### config.mk
export PLATFORM = sky130hd
export DESIGN_NAME = fetch_decode_queue
export DESIGN_NICKNAME = d
export VERILOG_FILES = /design/src/rtl/cpu_pkg.sv /design/src/rtl/fdq_ptr_ctrl.sv /design/src/rtl/fetch_decode_queue.sv
export SDC_FILE = /design/constraint.sdc
export NUM_CORES = 1
export LEC_CHECK = 0
export CAP_MARGIN = 15
export CELL_PAD_IN_SITES_DETAIL_PLACEMENT = 1
export CELL_PAD_IN_SITES_GLOBAL_PLACEMENT = 2
export CORE_MARGIN = 2
export CORE_UTILIZATION = 37
export CTS_CLUSTER_DIAMETER = 120
export DETAILED_ROUTE_END_ITERATION = 16
export GPL_ROUTABILITY_DRIVEN = 0
export HOLD_SLACK_MARGIN = 0.15
export PLACE_DENSITY_LB_ADDON = 0.1
export SYNTH_ARGS = -nofsm -noshare
export SYNTH_HDL_FRONTEND = slang
export SYNTH_SLANG_ARGS = --single-unit
### constraint.sdc
create_clock -name CLK -period 12.8 [get_ports CLK]
set_clock_uncertainty 0.2 [all_clocks]
set_input_delay 2.56 -clock CLK [delete_from_list [all_inputs] [get_ports CLK]]
set_output_delay 2.56 -clock CLK [all_outputs]
set_load 0.1 [all_outputs]
### src/rtl/cpu_pkg.sv
// Shared core definitions: the canonical NOP and the IF->ID pipeline entry layout.
package cpu_pkg;

  localparam int unsigned CpuXlen = 32;

  // addi x0, x0, 0
  localparam logic [31:0] NOP_INSTR = 32'h0000_0013;

  typedef struct packed {
    logic [CpuXlen-1:0] pc;
    logic [31:0]        instr;
    logic [CpuXlen-1:0] pc_plus4;
  } fetch_entry_t;

endpackage

### src/rtl/fdq_ptr_ctrl.sv
// Pointer, occupancy and handshake control for the fetch/decode queue.
// Qualifies push/pop against flush and fullness and produces the PC-register stall.
// Optional occupancy output is present only when FETCH_QUEUE_STATS_EN is defined.
module fdq_ptr_ctrl #(
  parameter int unsigned DEPTH = 2,
  localparam int unsigned AW   = $clog2(DEPTH)
) (
  input  logic          clk,
  input  logic          rst_n,
  input  logic          valid_f,
  input  logic          stall_d,
  input  logic          flush_d,
  output logic          push,
  output logic          stall_f,
  output logic          valid_d,
  output logic [AW-1:0] rd_ptr,
  output logic [AW-1:0] wr_ptr
`ifdef FETCH_QUEUE_STATS_EN
  ,
  output logic [AW:0]   count
`endif
);

  localparam logic [AW:0] CountFull = (AW+1)'(DEPTH);

  logic [AW-1:0] rd_ptr_q, rd_ptr_d;
  logic [AW-1:0] wr_ptr_q, wr_ptr_d;
  logic [AW:0]   count_q, count_d;
  logic          pop;

  // Handshake qualification; a pop frees a slot in the same cycle so full+pop still accepts.
  always_comb begin
    valid_d = (count_q != '0);
    pop     = valid_d & ~stall_d & ~flush_d;
    stall_f = (count_q == CountFull) & ~pop;
    push    = valid_f & ~stall_f & ~flush_d;
  end

  // Next-state for pointers and occupancy; flush empties the queue and drops any push.
  always_comb begin
    rd_ptr_d = rd_ptr_q;
    wr_ptr_d = wr_ptr_q;
    count_d  = count_q;
    if (flush_d) begin
      rd_ptr_d = wr_ptr_q;
      count_d  = '0;
    end else begin
      // Power-of-two depth: pointers wrap by natural overflow.
      if (push) wr_ptr_d = wr_ptr_q + 1'b1;
      if (pop)  rd_ptr_d = rd_ptr_q + 1'b1;
      unique case ({push, pop})
        2'b10:   count_d = count_q + 1'b1;
        2'b01:   count_d = count_q - 1'b1;
        default: count_d = count_q;
      endcase
    end
  end

  // State registers with asynchronous reset.
  always_ff @(posedge clk or negedge rst_n) begin
    if (!rst_n) begin
      rd_ptr_q <= '0;
      wr_ptr_q <= '0;
      count_q  <= '0;
    end else begin
      rd_ptr_q <= rd_ptr_d;
      wr_ptr_q <= wr_ptr_d;
      count_q  <= count_d;
    end
  end

  assign rd_ptr = rd_ptr_q;
  assign wr_ptr = wr_ptr_q;
`ifdef FETCH_QUEUE_STATS_EN
  assign count  = count_q;
`endif

endmodule

### src/rtl/fetch_decode_queue.sv
// Buffered IF->ID boundary: small FIFO of {PC, instruction, PC+4} with the oldest entry
// presented combinationally to decode (NOP/0/0 when empty). Asserts StallF when full.
// Define FETCH_QUEUE_STATS_EN to add StallCntF (saturating stall-cycle count) and MaxOccD
// (occupancy high-water mark). XLEN must equal cpu_pkg::CpuXlen (entry layout is shared).
module fetch_decode_queue
  import cpu_pkg::*;
#(
  parameter int unsigned DEPTH = 2,
  parameter int unsigned XLEN  = 32
) (
  input  logic                     CLK,
  input  logic                     RESET_N,
  input  logic                     ValidF,
  input  logic [XLEN-1:0]          PCF,
  input  logic [31:0]              InstrF,
  input  logic [XLEN-1:0]          PCPlus4F,
  input  logic                     StallD,
  input  logic                     FlushD,
  output logic                     StallF,
  output logic                     ValidD,
  output logic [31:0]              InstrD,
  output logic [XLEN-1:0]          PCD,
  output logic [XLEN-1:0]          PCPlus4D
`ifdef FETCH_QUEUE_STATS_EN
  ,
  output logic [31:0]              StallCntF,
  output logic [$clog2(DEPTH):0]   MaxOccD
`endif
);

  localparam int unsigned AW = $clog2(DEPTH);

  fetch_entry_t  mem [DEPTH];
  fetch_entry_t  head;
  logic          push;
  logic [AW-1:0] rd_ptr;
  logic [AW-1:0] wr_ptr;
`ifdef FETCH_QUEUE_STATS_EN
  logic [AW:0]   count;
`endif

  fdq_ptr_ctrl #(
    .DEPTH (DEPTH)
  ) u_ptr_ctrl (
    .clk     (CLK),
    .rst_n   (RESET_N),
    .valid_f (ValidF),
    .stall_d (StallD),
    .flush_d (FlushD),
    .push    (push),
    .stall_f (StallF),
    .valid_d (ValidD),
    .rd_ptr  (rd_ptr),
    .wr_ptr  (wr_ptr)
`ifdef FETCH_QUEUE_STATS_EN
    ,
    .count   (count)
`endif
  );

  // Entry storage; contents are don't-care out of reset since ValidD gates them.
  always_ff @(posedge CLK) begin
    if (push) begin
      mem[wr_ptr] <= '{pc: PCF, instr: InstrF, pc_plus4: PCPlus4F};
    end
  end

  // Head mux: oldest entry, or a NOP bubble when empty.
  always_comb begin
    head = mem[rd_ptr];
    if (ValidD) begin
      InstrD   = head.instr;
      PCD      = head.pc;
      PCPlus4D = head.pc_plus4;
    end else begin
      InstrD   = NOP_INSTR;
      PCD      = '0;
      PCPlus4D = '0;
    end
  end

`ifdef FETCH_QUEUE_STATS_EN
  logic [31:0] stall_cnt_q;
  logic [AW:0] max_occ_q;

  // Saturating stall counter and occupancy high-water register.
  always_ff @(posedge CLK or negedge RESET_N) begin
    if (!RESET_N) begin
      stall_cnt_q <= '0;
      max_occ_q   <= '0;
    end else begin
      if (StallF && (stall_cnt_q != '1)) stall_cnt_q <= stall_cnt_q + 1'b1;
      if (count > max_occ_q)             max_occ_q   <= count;
    end
  end

  // High-water reflects the current occupancy immediately, not one cycle late.
  always_comb begin
    StallCntF = stall_cnt_q;
    MaxOccD   = (count > max_occ_q) ? count : max_occ_q;
  end
`endif

endmodule

# Yosys cells after proc, flatten, opt, wreduce, memory -nomap -nowiden
# Memories as Yosys holds them, arrays and structs flattened.
# Index checks and enable logic that the tools add are counted.
word_totals:
  regBits: 4
  ramBits: 192
  inputBits: 101
  out_inout_bits: 98
  elab_cells: 33
  n_memories: 1
op_classes:
  n_addsub: 4
  eq_ne: 3
  n_mux: 9
  bitwise: 9
  n_reduce_logical: 4
mem_list:
  columns: ["name", "depth", "word_bits", "read_ports", "rd_clocked_by_memory_dff", "write_ports", "line", "text"]
  rows:
  - ["mem", 2, 96, 1, 0, 1, "fetch_decode_queue.sv:33", "fetch_entry_t mem [DEPTH];"]
op_table:
  columns: ["operator", "n"]
  rows:
  - ["$mux 32", 3]
  - ["$and 1x1->1", 5]
  - ["$eq 2x2->1 const B", 2]
  - ["$mux 1", 4]
  - ["$not 1->1", 4]
  - ["$pmux 2 s2", 1]
  - ["$reduce_bool 2->1", 2]
  - ["$reduce_bool 3->1", 1]
  - ["$add 1x1->1 const B", 2]
  - ["$add 2x1->2 const B", 1]
  - ["$eq 2x1->1 const B", 1]
  - ["$mux 2", 1]
  - ["$reduce_and 2->1", 1]
  - ["$sub 2x1->2 const B", 1]

# Longest topological paths before layout
depth:
  depth_word: 11
  ltp_mapped: 5
  mapped_depth_nobuf: 3

# Cells and area by module
# A second synthesis with hierarchy kept.
unflattened:
  hier_cells: 428
  hier_area_um2: 7742.4
modules_own_cells:
  columns: ["mod", "n_inst", "cells_per_inst", "area_each_um2", "seq_area_each_um2"]
  rows:
  - ["fetch_decode_queue", 1, 407, 7511.0, 5765.5]
  - ["fdq_ptr_ctrl", 1, 21, 231.5, 100.1]

# Least setup slack after synthesis
# Ideal clock, no wire load.
synth_timing:
  path_kind: "input to register"
  from: "in StallD"
  to: "mem mem[0][0] (netlist bit), enable pin"
  arrival_ns: 7.091
  required_ns: 12.048
  setup_slack_ns: 4.957
  stages: 3
  n_path_buf: 1
  path_cell_list: "buf_2 -> a311o_1 -> nor2_1"
synth_via:
  elab_chain_len: 10
synth_rtl:
  columns: ["element", "line", "text"]
  rows:
  - ["from (decl)", "fetch_decode_queue.sv:17", "input logic StallD,"]
  - ["$not 1->1", "fdq_ptr_ctrl.sv:34", "pop = valid_d & ~stall_d & ~flush_d;"]
  - ["$and 1x1->1 (2 in a row)", "fdq_ptr_ctrl.sv:34", null]
  - ["$not 1->1", "fdq_ptr_ctrl.sv:35", "stall_f = (count_q == CountFull) & ~pop;"]
  - ["$and 1x1->1", "fdq_ptr_ctrl.sv:35", null]
  - ["$not 1->1", "fdq_ptr_ctrl.sv:36", "push = valid_f & ~stall_f & ~flush_d;"]
  - ["$and 1x1->1 (2 in a row)", "fdq_ptr_ctrl.sv:36", null]
  - ["$mux 1", "fetch_decode_queue.sv:63", "if (push) begin"]
  - ["$mux 1 (implied by the code)", "fetch_decode_queue.sv:64", "mem[wr_ptr] <= '{pc: PCF, instr: InstrF, pc_plus4: PCPlus4F};"]
  - ["to (decl)", "fetch_decode_queue.sv:33", null]
# Every way passes these cells.

# Worst setup path after layout
layout_timing:
  from: "in StallD"
  to: "out StallF"
layout_via:
  elab_chain_len: 5
layout_rtl:
  columns: ["element", "line", "text"]
  rows:
  - ["$not 1->1", "fdq_ptr_ctrl.sv:34", null]
  - ["$and 1x1->1 (2 in a row)", "fdq_ptr_ctrl.sv:34", null]
  - ["$not 1->1", "fdq_ptr_ctrl.sv:35", null]
  - ["$and 1x1->1", "fdq_ptr_ctrl.sv:35", null]
  - ["to (decl)", "fetch_decode_queue.sv:19", "output logic StallF,"]
# Every way passes these cells.

==> results.toml <==
[sta]
setup_tns_ps = 0
fin_crit_ps = 7280
fin_crit_sh = 0.569
slew_viol_final = 0
tightest_slew_ps = 1050
hold_viol = 0
rsz0062_at_grt = "false"
fmax_mhz = 137
relSlewSlack = 0.301
setup_viol = 0
holdWs_ps = 393

[power]
combPwrFrac = 0.353
powerDensity_nw_per_um2 = 206
p_leak_uw = 0.00368
netSwitchingFraction = 0.382
power_frac_seq = 0.396
clkPwrFrac = 0.250
power.internal_uw = 1310
p_switching_uw = 812
ir_worst_vdd_v = 0.0000966

[floorplanning]
io_pins = 199
dieArea_um2 = 21500
start_util = 0.374
core_area_um2 = 20100
die_h_um = 146
die_w_um = 146
rows = 52

[critical_path]
r2r_end = "mem[0][46]$_DFFE_PP_"
cp.buffers_inverters = 2
cp_common_cell = "clkdlybuf4s50_1"
rr_worst_depth = 3
path_class = "input port to output port"
crit_path_top_delay_cell = "clkdlybuf4s50_1"
path_max_fanout = 8
startpoint = "StallD"
crit_cells = 3
cp.arrival_ps = 4520
crit_family = "buffers and inverters"
rrSetupSlack_ps = 10450
slowest_delay_ps = 1130
endpoint_kind = "output port"
cp-endpoint = "StallF"
rr_startpoint = "u_ptr_ctrl.count_q[1]$_DFFE_PN0P_"
crit_required_ps = 10040
critPathLaunchType = "input port"
crit_chain = "clkdlybuf4s50_1 -> o211a_1 -> clkdlybuf4s50_1"

[cts]
htree_levels = 4
clk_pin_slew_ps = 70
clock-sinks = 196
numCtsBuffers = 17
cts_root_buffer = "clkbuf_16"
cts_resized = 0
cts_hold_buf = 0
cts_tree = "done"
clockBufferDepth = 2
clkLatencyLatePin_ps = 420
postCtsSetupRepairBufs = 0

[route]
dr.pass1.iters = 4
ant_nets = 0
via_count = 4267
wl_um = 16300
drt_iter0_markers = 200
vias_per_cell = 4.68
wl_per_cell_um = 17.9
drc = 0

[global_routing]
grt.overflow.total = 0
antenna_found_initial = 0
grt_start_max_net_pins = 63
grt_first_pass_wirelength_um = 25100
grt_pass1_vias = 4503
gr-usage-all-layers = 0.154

[logic_synthesis]
syn_nets = 533
yosys-top-cells-area = "edfxtp_1 77%, mux2i_1 13%, nor2_1 4.7%, dfrtp_1 1.3%, buf_4 0.90%"
syn_area_um2 = 7510
synth_top_area_cell = "edfxtp_1"
ys_seq_elements = 196
yosysSeqAreaShare = 0.781
synthCells = 432
synth.avg_cell_area_um2 = 17.4
synth_warnings = 0
yosys.area.top_type_share = 0.767
synthDistinctLibCells = 25

[run]
maxCapViolCount = 0

[status]
status = "finished clean"

[placement]
numPortBuffers = 198
post-dp-hpwl_um = 10300

[finish]
area_delta_synth_final_pct = 37.2
layout-drive-gt1-share = 0.0623
antenna_cells = 0
nets = 733

[hold_path]
hold_class = "flop to flop"
[state kept, by name, summed over array words and instances (netlist names)]
signal / cells
mem: 192
u_ptr_ctrl.count_q: 2
u_ptr_ctrl.rd_ptr: 1
u_ptr_ctrl.wr_ptr: 1
[Yosys cell counts]
| cell type | instances |
|---|---|
| o21ai_0 | 1 |
| buf_4 | 9 |
| nor2_1 | 95 |
| inv_2 | 2 |
| a21oi_1 | 1 |
| buf_2 | 10 |
| a41o_1 | 1 |
| a211oi_1 | 1 |
| nor2_2 | 1 |
| a311o_1 | 1 |
| buf_6 | 1 |
| nand2_1 | 3 |
| a221oi_1 | 1 |
| o21a_1 | 1 |
| mux2i_1 | 97 |
| buf_8 | 3 |
| edfxtp_1 | 192 |
| o21bai_1 | 1 |
| xnor2_2 | 1 |
| o211a_1 | 1 |
| dfrtp_1 | 4 |
| inv_1 | 2 |
| nand3b_1 | 1 |
| xnor2_1 | 1 |
| xor2_1 | 1 |
[cell usage in the layout (no fill, tap or decap), types with 2 or more instances in the layout]
cell and count:
clkdlybuf4s50_1 198, inv_2 2, nor2_1 93, bufinv_16 3, nor2_4 3, edfxtp_1 192, buf_4 6, mux2i_1 97
inv_1 2, clkbuf_16 17, clkinv_1 2, inv_6 3, dfrtp_1 3, nand2_1 3
[how the worst min path moves through the flow]
stage	to	startpoint	slack, ps	cells past startpoint
floorplan	u_ptr_ctrl.wr_ptr$_DFFE_PN0P_	u_ptr_ctrl.wr_ptr$_DFFE_PN0P_	300	1
global placement	u_ptr_ctrl.wr_ptr$_DFFE_PN0P_	u_ptr_ctrl.wr_ptr$_DFFE_PN0P_	360	1
detailed placement	u_ptr_ctrl.wr_ptr$_DFFE_PN0P_	u_ptr_ctrl.wr_ptr$_DFFE_PN0P_	390	1
CTS	u_ptr_ctrl.wr_ptr$_DFFE_PN0P_	u_ptr_ctrl.wr_ptr$_DFFE_PN0P_	400	1
global route	u_ptr_ctrl.wr_ptr$_DFFE_PN0P_	u_ptr_ctrl.wr_ptr$_DFFE_PN0P_	420	1
finish	u_ptr_ctrl.wr_ptr$_DFFE_PN0P_	u_ptr_ctrl.wr_ptr$_DFFE_PN0P_	390	1
[area by class of cell]
class,instances,area (um^2)
fillers,1946,9800
flip-flops and latches,196,5870
repair buffers,204,2030
multi-input cells,209,1480
clock buffers,17,425
well taps,270,338
clock inverters,12,156
inverters,4,15.0
[layer usage]
layer | routed length, um | global-route usage
met1 | 7040 | 0.192
met2 | 8080 | 0.258
met3 | 848 | 0.0375
met5 | 0 | 0
met4 | 314 | 0.0646
[logic make-up after synthesis]
kind of cell,Yosys count,share of synthesized area
mux,97,0.129
buf+inv,27,0.0251
simple gates,100,0.0508
xor+xnor,3,0.00450
flops,196,0.781
compound gates,9,0.00949
[power groups by stage]
stage / clock, uW / combinational [uW] / sequential, uW
final: 531 / 750 / 841
after CTS: 547 / 761 / 844
after detailed placement: 0 / 759 / 857
after global placement: 0 / 755 / 854
after global routing: 571 / 785 / 851
after floorplan: 0 / 627 / 820
[stage by stage]
| stage | worst slack, ps | std cells | power, uW | instance area (um^2) | utilization |
|---|---|---|---|---|---|
| floorplan | 4960 | 432 | 1450 | 7510 | - |
| global placement | 5580 | 883 | 1610 | 9730 | 0.484 |
| detailed placement | 5540 | 883 | 1620 | 9730 | 0.484 |
| CTS | 5530 | 912 | 2150 | 10300 | 0.513 |
| global route | 5470 | 912 | 2210 | 10300 | 0.513 |
| finish | 5520 | 912 | 2120 | 10300 | 0.513 |
(Power assumes the default switching activity.)
